$ cat config.mk
export PLATFORM = sky130hd
export DESIGN_NAME = sha3_padder_flat
export DESIGN_NICKNAME = d
export VERILOG_FILES = /design/src/rtl/sha3_padder_if.sv /design/src/rtl/sha3_padder.sv /design/src/flat_wrapper.sv
export SDC_FILE = /design/constraint.sdc
export NUM_CORES = 1
export LEC_CHECK = 0
export CAP_MARGIN = 15
export CORE_AREA = 3 3 228 230
export DETAILED_ROUTE_END_ITERATION = 8
export DIE_AREA = 0 0 231 233
export PLACE_DENSITY = 0.81
export SETUP_SLACK_MARGIN = 0.2
export SLEW_MARGIN = 20
export SYNTH_ARGS = -nofsm -noshare
export SYNTH_HDL_FRONTEND = slang
export SYNTH_SLANG_ARGS = --single-unit
export TNS_END_PERCENT = 30
$ cat constraint.sdc
create_clock -name clk -period 38.1 [get_ports clk]
set_input_delay 7.62 -clock clk [delete_from_list [all_inputs] [get_ports clk]]
set_output_delay 7.62 -clock clk [all_outputs]
set_load 0.1 [all_outputs]
$ cat src/rtl/sha3_padder_if.sv
// Byte-stream input and rate-block output handshakes of sha3_padder.
// The in_empty signal exists only when SHA3_PADDER_EMPTY_EN is defined.
interface sha3_padder_if #(
  parameter int R = 576
) ();
  logic         in_valid;
  logic         in_ready;
  logic [7:0]   in_data;
  logic         in_last;
  logic         out_valid;
  logic         out_ready;
  logic [R-1:0] out_block;
  logic         out_last;
`ifdef SHA3_PADDER_EMPTY_EN
  logic         in_empty;

  modport master (
    output in_valid, in_data, in_last, in_empty, out_ready,
    input  in_ready, out_valid, out_block, out_last
  );
  modport slave (
    input  in_valid, in_data, in_last, in_empty, out_ready,
    output in_ready, out_valid, out_block, out_last
  );
`else
  modport master (
    output in_valid, in_data, in_last, out_ready,
    input  in_ready, out_valid, out_block, out_last
  );
  modport slave (
    input  in_valid, in_data, in_last, out_ready,
    output in_ready, out_valid, out_block, out_last
  );
`endif
endinterface

$ cat src/rtl/sha3_padder.sv
// SHA-3 rate-block assembler with pad10*1 / 0x06 suffix padding (byte 0 in the MSBs).
// Define SHA3_PADDER_EMPTY_EN to add in_empty for zero-length messages.
module sha3_padder #(
  parameter int D = 512,
  parameter int R = 1600 - 2 * D
) (
  input logic          clk,
  input logic          reset,
  sha3_padder_if.slave bus
);
  localparam int            NB       = R / 8;
  localparam int            IW       = $clog2(NB);
  localparam logic [IW-1:0] LAST_IDX = IW'(NB - 1);

  typedef enum logic [1:0] {FILL, EMIT, PADBLK} state_e;
  typedef logic [0:NB-1][7:0] block_t;

  state_e        state_q;
  logic [IW-1:0] idx_q;
  block_t        buf_q;
  logic          pad_pending_q;
  logic          in_ready_q;
  logic          out_valid_q;
  logic          out_last_q;

  block_t        fill_d;
  block_t        pad_blk;
  logic [IW-1:0] idx_next;

  // NOTE: every variable gets a default first so no path leaves it unassigned and no latch is inferred.
  always_comb begin
    idx_next = idx_q + 1'b1;
    pad_blk         = '0;
    pad_blk[0]      = 8'h60;
    pad_blk[NB-1]   = 8'h01;
    fill_d          = buf_q;
    for (int k = 0; k < NB; k++) begin
      if (IW'(k) == idx_q) begin
        fill_d[k] = bus.in_data;
      end else if (bus.in_last && IW'(k) > idx_q) begin
        fill_d[k] = 8'h00;
        if (IW'(k) == idx_next) fill_d[k][6:5] = 2'b11;
        if (k == NB - 1)        fill_d[k][0]   = 1'b1;
      end
    end
  end

  // NOTE: state uses non-blocking assignments so every register samples pre-edge values.
  // NOTE: the block buffer is flops, not RAM, so it takes the async reset like any other register.
  always_ff @(posedge clk or posedge reset) begin
    if (reset) begin
      state_q       <= FILL;
      idx_q         <= '0;
      buf_q         <= '0;
      pad_pending_q <= 1'b0;
      in_ready_q    <= 1'b0;
      out_valid_q   <= 1'b0;
      out_last_q    <= 1'b0;
    end else begin
      case (state_q)
        FILL: begin
          in_ready_q  <= 1'b1;
          out_valid_q <= 1'b0;
          if (bus.in_valid && in_ready_q) begin
            buf_q <= fill_d;
            if (idx_q == LAST_IDX) begin
              // A full last block still needs a separate all-padding block.
              idx_q         <= '0;
              state_q       <= EMIT;
              in_ready_q    <= 1'b0;
              out_valid_q   <= 1'b1;
              out_last_q    <= 1'b0;
              pad_pending_q <= bus.in_last;
            end else if (bus.in_last) begin
              idx_q       <= '0;
              state_q     <= EMIT;
              in_ready_q  <= 1'b0;
              out_valid_q <= 1'b1;
              out_last_q  <= 1'b1;
            end else begin
              idx_q <= idx_next;
            end
`ifdef SHA3_PADDER_EMPTY_EN
          end else if (bus.in_empty && !bus.in_valid && idx_q == '0 && in_ready_q) begin
            buf_q         <= pad_blk;
            state_q       <= EMIT;
            in_ready_q    <= 1'b0;
            out_valid_q   <= 1'b1;
            out_last_q    <= 1'b1;
            pad_pending_q <= 1'b0;
`endif
          end
        end
        EMIT: begin
          if (bus.out_ready) begin
            if (pad_pending_q) begin
              buf_q         <= pad_blk;
              pad_pending_q <= 1'b0;
              out_last_q    <= 1'b1;
              state_q       <= PADBLK;
            end else begin
              buf_q       <= '0;
              idx_q       <= '0;
              out_valid_q <= 1'b0;
              out_last_q  <= 1'b0;
              in_ready_q  <= 1'b1;
              state_q     <= FILL;
            end
          end
        end
        PADBLK: begin
          if (bus.out_ready) begin
            buf_q       <= '0;
            idx_q       <= '0;
            out_valid_q <= 1'b0;
            out_last_q  <= 1'b0;
            in_ready_q  <= 1'b1;
            state_q     <= FILL;
          end
        end
        default: state_q <= FILL;
      endcase
    end
  end

  assign bus.in_ready  = in_ready_q;
  assign bus.out_valid = out_valid_q;
  assign bus.out_block = buf_q;
  assign bus.out_last  = out_last_q;
endmodule

$ cat src/flat_wrapper.sv
// flat-port wrapper written by rule: the top's interface ports become plain ports
module sha3_padder_flat 
#(
  parameter int D = 512,
  parameter int R = 1600 - 2 * D
)
  (clk, reset, bus_in_valid, bus_in_data, bus_in_last, bus_out_ready, bus_in_ready, bus_out_valid, bus_out_block, bus_out_last);
  sha3_padder_if #(.R(R)) bus_i ();
  input logic clk;
  input logic reset;
  input wire logic [$bits(bus_i.in_valid)-1:0] bus_in_valid;
  input wire logic [$bits(bus_i.in_data)-1:0] bus_in_data;
  input wire logic [$bits(bus_i.in_last)-1:0] bus_in_last;
  input wire logic [$bits(bus_i.out_ready)-1:0] bus_out_ready;
  output wire logic [$bits(bus_i.in_ready)-1:0] bus_in_ready;
  output wire logic [$bits(bus_i.out_valid)-1:0] bus_out_valid;
  output wire logic [$bits(bus_i.out_block)-1:0] bus_out_block;
  output wire logic [$bits(bus_i.out_last)-1:0] bus_out_last;
  assign bus_i.in_valid = bus_in_valid;
  assign bus_i.in_data = bus_in_data;
  assign bus_i.in_last = bus_in_last;
  assign bus_i.out_ready = bus_out_ready;
  assign bus_in_ready = bus_i.in_ready;
  assign bus_out_valid = bus_i.out_valid;
  assign bus_out_block = bus_i.out_block;
  assign bus_out_last = bus_i.out_last;
  sha3_padder #(.D(D), .R(R)) u_core (.clk(clk), .reset(reset), .bus(bus_i));
endmodule
# Word level (Yosys, flattened, before mapping)

Index checks and enable logic that the tools add are counted.

$add $sub $neg: 1
Multipliers: 0
Divide/modulo/power cells: 0
Order comparisons: 72
Equal/unequal tests: 223
Shift operators: 0
Multiplexer cells: 258
Bitwise operators: 0
Reduce and logical (&&, ||, !) cells: 155

Operators by type and width:

| cell               | number |
|---|---|
| $mux 576           | 3 |
| $pmux 576 s3       | 1 |
| $mux 8             | 144 |
| $mux 575           | 1 |
| $eq 6x7->1 const A | 64 |
| $reduce_and 5->1   | 74 |
| $eq 5x7->1 const A | 32 |
| $gt 6x7->1 const A | 32 |
| $ne 3x1->1 const B | 72 |
| $mux 2             | 78 |
| $eq 4x7->1 const A | 16 |
| $eq 7x7->1 const A | 16 |
| $gt 5x7->1 const A | 16 |
| $logic_and 1x1->1  | 73 |
| $eq 3x7->1 const A | 8 |
| $gt 4x7->1 const A | 8 |
| $gt 7x7->1 const A | 8 |
| $mux 7             | 6 |
| $eq 2x7->1 const A | 4 |
| $gt 3x7->1 const A | 4 |
| $pmux 7 s3         | 1 |
| $mux 1             | 19 |
| $eq 1x7->1 const A | 2 |
| $gt 1x7->1 const A | 2 |
| 16 further kinds   | 25 |

Bits in registers: 589
Bits in latches: 0
Bits in writable memories: 0
ROM bits: 0
Bits of input ports: 13
Output and inout bits: 579
Memories kept: 0

# Longest topological paths before layout

Depth after elaboration: 7
Mapped depth: 12

# Worst setup path after synthesis

Ideal clock, no wire load.

Kind: input to register
Start: in bus_in_last
End: reg u_core.buf_q, in the netlist u_core.bus.out_block[494]
Library setup time: 0.092 ns
Arrival time: 9.024 ns
Path slack: 28.984 ns
Stages on the path: 7
Path buffers: 2
Cells stage by stage: or4b_1 -> buf_4 -> a21o_1 -> a31o_1 -> buf_6 -> nand3b_4 -> o31ai_2

Word-level cells in the longest chain between the ends: 3

RTL lines:

| item                       | RTL line           | source |
|---|---|---|
| start: declaration         | flat_wrapper.sv:13 | `input wire logic [$bits(bus_i.in_last)-1:0] bus_in_last;` |
| $logic_and 1x1->1          | sha3_padder.sv:40  | `end else if (bus.in_last && IW'(k) > idx_q) begin` |
| $ne 3x1->1 (no line)       | --                 |  |
| $reduce_and 5->1 (no line) | --                 |  |
| end signal: assignment     | sha3_padder.sv:65  | `buf_q <= fill_d;` |
| end signal: assignment     | sha3_padder.sv:97  | `buf_q <= pad_blk;` |
| end: declaration           | sha3_padder.sv:20  | `block_t buf_q;` |

Every way passes these cells.
A chain may end at the register's enable or synchronous reset.

==> out/qor.csv <==
metric,value,unit
critPathCaptureType,asynchronous set/reset pin,
max_slew_margin,0.2064,
ir_worst_vdd,0.05468,mV
grt_pass1_wl,152.5,mm
dpl.cell_count,3481,
gr-usage-all-layers,0.3748,
cts_buffers,58,
rows,82,
fin_tns_setup,0,ps
clk_path_buf_depth,3,
cp_max_fo,159,
synth-edff-count,0,
dominantRegCellSynth,dfrtp_1,
outcome,"finished, final reports clean",
finClkSkew,26.16,ps
clock_latency,630,ps
muxShareOfSynthArea,0.002376,
synthSimpleGateAreaFrac,0.1369,
hold_viol_final,0,
cts_tree,done,
dp_hpwl,74.03,mm
mostFrequentLayoutCells,"clkdlybuf4s50_1 (589), dfrtp_1 (589), nand2_1 (332), a22o_1 (292), o21ai_0 (194)",
grt_pass1_vias,23045,
h-tree-depth,2,
drc,0,
hp-class,reg -> reg,
required,38750,ps
syn2layout_area_growth,32.20,%
period_minus_slack,10610,ps
synth_top_family_by_area,compound AO/OA/AOI/OAI gates,
grt_max_degree,160,
via_per_inst,6.608,
synth_xor_area_frac,0.001261,
via_count,23741,
cp.arrival,11250,ps
worstMarginPinSlew,1190,ps
overflow,0,
instances_no_fill,3593,
setup_viol,0,
synth_seq_cells,589,
place_congestion,0.9899,
synth-seq-area-share,0.5713,
drt_iter0_drc,2907,
drive_gt1_frac,0.08907,
synth.cell_area,25800,sq um
p_leak,14.37,nW
synthCells,2357,
async_flop_share,1.000,
syn-num-nets,2380,
fin_nets,2895,
firstDrtPassIters,6,
slew_violations,0,
post-route-period-util,0.2784,
core_area,50070,sq um
postSynthAreaPerCell,10.95,sq um
rsz0062_at_grt,no,
num_io_pins,592,
clock_sinks,589,
start_util,0.5153,
critical_path_class,in -> async,
startpoint_type,input port,
antenna_found_initial,2,
max_freq,94.26,MHz
ctsHoldBuffers,0,
post_cts_resized,0,
dieArea,53820,sq um
die_height,233,um
ys_types,93,
synth_compound_area_frac,0.2463,
cts_root_buffer,clkbuf_16,
power_density,63.26,nW/um^2
die_w,231,um
wire_per_inst,28.86,um
max-cap-violations,0,
fill_cells,3745,
synth_fa_ha_area_frac,0.004849,
postCtsSetupBuffers,0,
cts.clk_slew.worst_paths,70,ps
synth_warnings,0,
port_buffers,591,
drt-total-wl,103.7,mm
antenna_left,0,
## critical path: stages
cell and delay (ps):
clkdlybuf4s50_1 510, clkinv_8 540, buf_4 810, buf_4 730, buf_4 800
## registers in the layout (all words and copies together) (netlist names)
register,cells
u_core.bus.out_last,1
u_core.bus.out_valid,1
u_core.pad_pending_q,1
u_core.state_q,2
u_core.bus.out_block,576
u_core.bus.in_ready,1
u_core.idx_q,7
## cell families after synthesis
| group | count (synthesis) |
|---|---|
| AND/OR/NAND/NOR | 720 |
| buffers and inverters | 185 |
| flip-flops | 589 |
| multiplexers | 6 |
| adder cells (fa/ha/maj) | 10 |
| AO/OA/AOI/OAI | 845 |
| XOR/XNOR | 2 |
## cells in the mapped netlist, drive strengths merged (7+ instances only)
| cell type | instances | area, sq um |
|---|---|---|
| a22o | 292 | 2557 |
| o31ai | 106 | 935.9 |
| buf | 97 | 619.3 |
| or3 | 14 | 93.84 |
| inv | 14 | 52.55 |
| or2 | 13 | 81.33 |
| nor4 | 11 | 75.07 |
| o41ai | 36 | 315.3 |
| o21ai | 238 | 1247 |
| clkbuf | 73 | 276.5 |
| nand3 | 18 | 95.09 |
| nor2 | 138 | 530.5 |
| nor3 | 95 | 626.9 |
| and2 | 8 | 50.05 |
| nand2b | 19 | 118.9 |
| a22oi | 52 | 390.4 |
| nand2 | 335 | 1270 |
| o211ai | 8 | 60.06 |
| a21oi | 38 | 193.9 |
| ha | 10 | 125.1 |
| dfrtp | 589 | 14740 |
| a31oi | 15 | 100.1 |
| o2bb2ai | 7 | 61.31 |
| nor2b | 21 | 131.4 |
| a31o | 8 | 70.07 |
## cell type report
type / instances / area [sq um] / area share
tap: 672 / 840.8 / 0.02465
multi-input combinational: 1583 / 10180 / 0.2986
clock buffer: 74 / 1623 / 0.04758
inverter: 14 / 65.06 / 0.001908
clock inverter: 33 / 437.9 / 0.01284
sequential: 589 / 14740 / 0.4321
timing repair buffer: 626 / 6213 / 0.1822
antenna: 2 / 5.005 / 0.0001467
## final timing paths
kind,depth (start not counted),slack [ps],from,to
worst max register to register,7,34170,u_core.idx_q[0],u_core.bus.out_block[415]
worst min-delay path,2,480,u_core.bus.out_block[445],u_core.bus.out_block[445]
max in group clk,5,27610,bus_in_last,u_core.bus.out_block[134]
worst max-delay path,5,27490,reset,u_core.bus.out_block[285]
worst min register to register,2,480,u_core.bus.out_block[445],u_core.bus.out_block[445]
min in group asynchronous,2,7540,reset,u_core.bus.out_block[34]
## stage by stage
step / hold WS, ps / cell area [sq um] / setup slack, ps / utilization / total power [mW]
after global routing: 497.3 / 34110 / 27010 / 0.6812 / 2.215
after CTS: 478.3 / 34030 / 26840 / 0.6797 / 2.128
after detailed placement: 464.9 / 31970 / 26190 / 0.6385 / 1.515
after global placement: 457.9 / 31960 / 26380 / 0.6384 / 1.498
final: 476.6 / 34110 / 27490 / 0.6812 / 2.158
after floorplan: 470.9 / 25800 / 14000 / - / 1.237
## report_power, final
part           internal (mW)  switching, mW
Sequential             0.645         0.0143
Combinational          0.159          0.718
Clock                  0.363          0.257
Total                   1.17          0.990
## routing by layer
layer	track usage	vias to the layer above	wire, um
met5	0	-	20
met4	0.1377	2	4307
met3	0.09794	281	11310
met2	0.5938	1703	48160
met1	0.5011	11986	39900
li1	-	9769	-
Note: power is estimated with default switching activity, not from simulation.
